`src/rtl/snake_pkg.sv`:
```
// Shared direction encoding for the snake game blocks (queue, movement, renderer).
package snake_pkg;

    localparam int DIR_W = 2;

    localparam logic [DIR_W-1:0] DIR_UP    = 2'b00;
    localparam logic [DIR_W-1:0] DIR_DOWN  = 2'b01;
    localparam logic [DIR_W-1:0] DIR_LEFT  = 2'b10;
    localparam logic [DIR_W-1:0] DIR_RIGHT = 2'b11;

    // Opposite direction: the encoding pairs UP/DOWN and LEFT/RIGHT on bit 0.
    function automatic logic [DIR_W-1:0] opposite(input logic [DIR_W-1:0] d);
        return {d[1], ~d[0]};
    endfunction

endpackage

```
`src/rtl/dir_fifo.sv`:
```
// Small circular buffer of direction commands with head/tail peek and occupancy count.
module dir_fifo
    import snake_pkg::*;
#(
    parameter int DEPTH = 4
) (
    input  logic                         clk,
    input  logic                         reset,
    input  logic                         push,
    input  logic                         pop,
    input  logic [DIR_W-1:0]             wdata,
    output logic [DIR_W-1:0]             head,
    output logic [DIR_W-1:0]             tail,
    output logic [$clog2(DEPTH+1)-1:0]   count
);

    localparam int PTR_W = $clog2(DEPTH);
    localparam int CNT_W = $clog2(DEPTH+1);

    logic [DIR_W-1:0] mem_r [DEPTH];
    logic [PTR_W-1:0] wr_ptr_r;
    logic [PTR_W-1:0] rd_ptr_r;
    logic [CNT_W-1:0] count_r;

    logic do_pop_s;
    logic do_push_s;

    // Qualify pop against empty and push against full; a same-cycle pop frees a slot.
    always_comb begin
        do_pop_s  = 1'b0;
        do_push_s = 1'b0;
        if (pop && (count_r != CNT_W'(0))) begin
            do_pop_s = 1'b1;
        end else begin
            do_pop_s = 1'b0;
        end
        if (push && ((count_r < CNT_W'(DEPTH)) || do_pop_s)) begin
            do_push_s = 1'b1;
        end else begin
            do_push_s = 1'b0;
        end
    end

    // Storage write at the tail slot.
    always_ff @(posedge clk) begin
        if (reset) begin
            for (int i = 0; i < DEPTH; i++) begin
                mem_r[i] <= DIR_UP;
            end
        end else if (do_push_s) begin
            mem_r[wr_ptr_r] <= wdata;
        end
    end

    // Pointer and occupancy bookkeeping; pointers wrap naturally at power-of-two DEPTH.
    always_ff @(posedge clk) begin
        if (reset) begin
            wr_ptr_r <= PTR_W'(0);
            rd_ptr_r <= PTR_W'(0);
            count_r  <= CNT_W'(0);
        end else begin
            if (do_push_s) begin
                wr_ptr_r <= wr_ptr_r + PTR_W'(1);
            end
            if (do_pop_s) begin
                rd_ptr_r <= rd_ptr_r + PTR_W'(1);
            end
            case ({do_push_s, do_pop_s})
                2'b10:   count_r <= count_r + CNT_W'(1);
                2'b01:   count_r <= count_r - CNT_W'(1);
                default: count_r <= count_r;
            endcase
        end
    end

    assign head  = mem_r[rd_ptr_r];
    assign tail  = mem_r[wr_ptr_r - PTR_W'(1)];
    assign count = count_r;

endmodule

```
`src/rtl/dir_cmd_queue.sv`:
```
// Direction command queue: arbitrates key presses, rejects no-op and 180-degree
// turns, buffers accepted commands and releases one per game step.
module dir_cmd_queue
    import snake_pkg::*;
#(
    parameter int               DEPTH    = 4,
    parameter logic [DIR_W-1:0] INIT_DIR = 2'b11
) (
    input  logic                        clk,
    input  logic                        reset,
    input  logic                        left_key_press,
    input  logic                        right_key_press,
    input  logic                        up_key_press,
    input  logic                        down_key_press,
    input  logic                        step,
    output logic [DIR_W-1:0]            dir,
    output logic                        step_ack,
    output logic [$clog2(DEPTH+1)-1:0]  q_count,
    output logic                        cmd_dropped
);

    localparam int CNT_W = $clog2(DEPTH+1);

    logic [DIR_W-1:0] dir_r;
    logic             step_ack_r;
    logic             cmd_dropped_r;

    logic             press_valid_s;
    logic [DIR_W-1:0] press_dir_s;
    logic [DIR_W-1:0] ref_dir_s;
    logic             accept_s;
    logic             pop_s;
    logic             push_s;
    logic             drop_s;

    logic [DIR_W-1:0] head_s;
    logic [DIR_W-1:0] tail_s;
    logic [CNT_W-1:0] count_s;

    // Fixed-priority pick of a single press: UP > DOWN > LEFT > RIGHT.
    always_comb begin
        press_valid_s = 1'b0;
        press_dir_s   = DIR_UP;
        if (up_key_press) begin
            press_valid_s = 1'b1;
            press_dir_s   = DIR_UP;
        end else if (down_key_press) begin
            press_valid_s = 1'b1;
            press_dir_s   = DIR_DOWN;
        end else if (left_key_press) begin
            press_valid_s = 1'b1;
            press_dir_s   = DIR_LEFT;
        end else if (right_key_press) begin
            press_valid_s = 1'b1;
            press_dir_s   = DIR_RIGHT;
        end else begin
            press_valid_s = 1'b0;
            press_dir_s   = DIR_UP;
        end
    end

    // Filter against the last queued command (pre-pop), or the live direction when empty;
    // then decide push/pop/drop. A pop in the same cycle frees room for a full queue.
    always_comb begin
        ref_dir_s = dir_r;
        accept_s  = 1'b0;
        pop_s     = 1'b0;
        push_s    = 1'b0;
        drop_s    = 1'b0;
        if (count_s != CNT_W'(0)) begin
            ref_dir_s = tail_s;
        end else begin
            ref_dir_s = dir_r;
        end
        if (press_valid_s && (press_dir_s != ref_dir_s) &&
            (press_dir_s != opposite(ref_dir_s))) begin
            accept_s = 1'b1;
        end else begin
            accept_s = 1'b0;
        end
        if (step && (count_s != CNT_W'(0))) begin
            pop_s = 1'b1;
        end else begin
            pop_s = 1'b0;
        end
        if (accept_s && ((count_s < CNT_W'(DEPTH)) || pop_s)) begin
            push_s = 1'b1;
            drop_s = 1'b0;
        end else begin
            push_s = 1'b0;
            drop_s = accept_s;
        end
    end

    dir_fifo #(
        .DEPTH (DEPTH)
    ) u_fifo (
        .clk   (clk),
        .reset (reset),
        .push  (push_s),
        .pop   (pop_s),
        .wdata (press_dir_s),
        .head  (head_s),
        .tail  (tail_s),
        .count (count_s)
    );

    // Live direction register, step acknowledge and drop pulse.
    always_ff @(posedge clk) begin
        if (reset) begin
            dir_r         <= INIT_DIR;
            step_ack_r    <= 1'b0;
            cmd_dropped_r <= 1'b0;
        end else begin
            if (pop_s) begin
                dir_r <= head_s;
            end
            step_ack_r    <= step;
            cmd_dropped_r <= drop_s;
        end
    end

    assign dir         = dir_r;
    assign step_ack    = step_ack_r;
    assign q_count     = count_s;
    assign cmd_dropped = cmd_dropped_r;

endmodule

```
`config.mk`:
```
export PLATFORM = sky130hd
export DESIGN_NAME = dir_cmd_queue
export DESIGN_NICKNAME = d
export VERILOG_FILES = /design/src/rtl/snake_pkg.sv /design/src/rtl/dir_fifo.sv /design/src/rtl/dir_cmd_queue.sv
export SDC_FILE = /design/constraint.sdc
export NUM_CORES = 1
export LEC_CHECK = 0
export ABC_CLOCK_PERIOD_IN_PS = 6600
export CORE_ASPECT_RATIO = 0.8
export CORE_MARGIN = 2
export CORE_UTILIZATION = 57
export CTS_CLUSTER_DIAMETER = 120
export DETAILED_ROUTE_END_ITERATION = 16
export HOLD_SLACK_MARGIN = 0.05
export PLACE_DENSITY = 0.83
export SLEW_MARGIN = 20
export SYNTH_ARGS = -nofsm -noshare
export SYNTH_HDL_FRONTEND = slang
export SYNTH_HIERARCHICAL = 1
export SYNTH_SLANG_ARGS = --single-unit
```
`constraint.sdc`:
```
create_clock -name clk -period 6.6 [get_ports clk]
set_input_delay 0.66 -clock clk [delete_from_list [all_inputs] [get_ports clk]]
set_output_delay 0.66 -clock clk [all_outputs]
set_load 0.01 [all_outputs]
```
==> out/qor.tcl <==
set qor(status) {finished clean}
set qor(tritoncts) {yes}
set qor(worst_path_largest_cell_delay_ns) 0.55
set qor(layout-area-overhead-vs-synth_pct) 16.4
set qor(critical_path_class) {flip-flop to flip-flop}
set qor(rrSetupSlack_ns) 3.36
set qor(ff2ff_path_depth) 11
set qor(worstPathArrival_ns) 3.47
set qor(min_delay_path_depth) 2
set qor(grt_max_degree) 15
set qor(routed_wire_length_per_instance_um) 16.1
set qor(ctsHoldBuffers) 0
set qor(initial_utilization_pct) 62.2
set qor(final_min_period_over_clock_period_pct) 49.0
set qor(drive_gt1_share_pct) 16.4
set qor(critical_path_peak_fanout) 8
set qor(grt_pass1_wl_um) 3460
set qor(crit_slowest_cell) {sky130_fd_sc_hd__mux4_2}
set qor(detailed_place_hpwl_um) 1660
set qor(nFillCells) 126
set qor(core_region_area_um2) 1680
set qor(die_area_um2) 2190
set qor(route.detailed.drc) 0
set qor(final-hold-violation-count) 0
set qor(post_cts.repair.setup_buffers) 0
set qor(grt_total_usage_pct) 22.4
set qor(globalRouteOverflowTotal) 0
set qor(buffer_depth_of_the_longest_clock_path) 2
set qor(power.density_cell_area_nw_per_um2) 374
set qor(max_slew.worst_pin.slew_ns) 0.564
set qor(design.portCount) 14
set qor(clock_sink_count) 21
set qor(leakagePower_nw) 0.454
set qor(worst_setup_hold_path_clk_slew_ns) 0.12
set qor(fp.dieH_um) 42.2
set qor(worstPathCellList) {mux4_2 > o31a_1 > or4b_4 > a2bb2oi_1 > nand2b_1 > ha_1 > inv_1 > fa_1 > xor2_1 > or3_2 > a21oi_1}
set qor(max_freq_mhz) 309
set qor(vias_per_cell) 5.94
set qor(initialDrtViolationCount) 44
set qor(cts-resized-gates) 0
set qor(setup_crit_end_kind) {flip-flop}
set qor(finalCriticalPeriod_ns) 3.24
set qor(net_count_final) 120
set qor(routed_wl_um) 2130
set qor(grt_pass1_vias) 701
set qor(cts.root.buffer_cell) {sky130_fd_sc_hd__clkbuf_4}
set qor(setup_repair_after_global_routing_missed_its_margin) {false}
set qor(number_of_antenna_violations_at_the_first_check_in_global_routing) 0
set qor(hold-worst-slack_ns) 0.550
set qor(slew_viols_final) 0
set qor(mappedNetlistArea_um2) 1040
set qor(die_x_um) 51.8
set qor(drt-pass1-iter-count) 5
set qor(cells_after_synth) 96
set qor(globalplace.congestion) 0.771
set qor(antenna_left) 0
set qor(max_cap_violation_count) 0
set qor(place.port_buffers) 13
set qor(required_ns) 6.83
set qor(setup_viol_count_final) 0
set qor(launching_element_type_of_the_critical_path) {flip-flop}
set qor(syn_area_per_cell_um2) 10.9
set qor(n_antenna_cell) 0
set qor(clock-skew-final_ns) 0.00199
set qor(hold_path.class) {flip-flop to flip-flop}
set qor(worstSkewPairLatency_ns) 0.30
set qor(timing.slew.headroom_pct) 62.3
set qor(row_count) 13
set qor(synth-warning-count) 6
set qor(fin_tns_setup_ns) 0
set qor(vias) 784
set qor(worst_ir_drop_vdd_uv) 286
set qor(mappedNetlistNets) 105
set qor(htree_num_levels) 1
set qor(cts_made_buffers) 3
==> through the flow <==
stage / total power, mW / instances / area, um^2 / setup slack (ns) / utilization, %
after floorplan: 0.335 / 96 / 1040 / 3.65 / -
after CTS: 0.454 / 132 / 1210 / 3.38 / 72.4
after global routing: 0.484 / 132 / 1210 / 3.22 / 72.4
final: 0.454 / 132 / 1210 / 3.36 / 72.4
after global placement: 0.380 / 128 / 1190 / 3.31 / 70.8
after detailed placement: 0.393 / 128 / 1190 / 3.25 / 70.8
==> critical path, delay by kind of cell, from the launching register on <==
kind                       cells  cell delay [ns]
and+or+nand+nor                3             1.07
xor gates and xnor gates       1             0.07
AOI/OAI and AO/OA              3             0.47
adders and majority gates      2             0.41
DFF                            1             0.52
muxes                          1             0.55
buffers and inverters          1             0.07
==> flip-flops by register name, indices dropped and copies added (netlist names), named ones only <==
signal	count
u_fifo/rd_ptr_r	2
step_ack	1
u_fifo/count	3
u_fifo/wr_ptr_r	2
dir	2
u_fifo/mem_r	8
cmd_dropped	1
==> layout make-up <==
| type | count | area [um^2] | area share, % |
|---|---|---|---|
| Tap cell | 22 | 27.5 | 2.27 |
| Multi-Input combinational cell | 60 | 483 | 39.8 |
| Clock inverter | 1 | 5.00 | 0.412 |
| Inverter | 12 | 45.0 | 3.71 |
| Sequential cell | 21 | 500 | 41.2 |
| Clock buffer | 3 | 22.5 | 1.86 |
| Timing Repair Buffer | 13 | 130 | 10.7 |
==> path summary, 6_finish.rpt <==
check,startpoint,endpoint
setup / recovery,u_fifo/wr_ptr_r[0],u_fifo/count[2]
hold reg to reg,u_fifo/rd_ptr_r[1],flip-flop
hold / removal,u_fifo/rd_ptr_r[1],flip-flop
setup reg to reg,u_fifo/wr_ptr_r[0],u_fifo/count[2]
==> where the power goes <==
group | switching, mW | internal [mW] | leakage, nW
Clock | 0.0392 | 0.0226 | 0.0177
Combinational | 0.0973 | 0.0908 | 0.246
Sequential | 0.0349 | 0.169 | 0.190
Total | 0.171 | 0.282 | 0.454
==> layout by cell type, fill, tap and decap left out, types with 2 or more instances in the layout <==
cell type,n
sky130_fd_sc_hd__o31ai_1,3
sky130_fd_sc_hd__a21oi_1,4
sky130_fd_sc_hd__clkdlybuf4s50_1,13
sky130_fd_sc_hd__o21ai_0,4
sky130_fd_sc_hd__and2_1,2
sky130_fd_sc_hd__clkbuf_4,3
sky130_fd_sc_hd__nor2_1,13
sky130_fd_sc_hd__inv_1,12
sky130_fd_sc_hd__mux4_2,3
sky130_fd_sc_hd__a211o_1,2
sky130_fd_sc_hd__nand2b_1,2
sky130_fd_sc_hd__xor2_1,3
sky130_fd_sc_hd__nor3_1,2
sky130_fd_sc_hd__or3_2,2
sky130_fd_sc_hd__edfxtp_1,8
sky130_fd_sc_hd__nor3_2,2
sky130_fd_sc_hd__or4b_4,3
sky130_fd_sc_hd__o31a_2,2
sky130_fd_sc_hd__dfxtp_1,13
==> layer usage <==
layer  GRT usage [%]  wire (um)  up-vias
met2            35.9       1060       27
met4            3.16         13        0
met5               0          0        -
li1                -          -      372
met1            30.8        910      383
met3            6.43        143        2
Power figures use the tool's default switching activity.
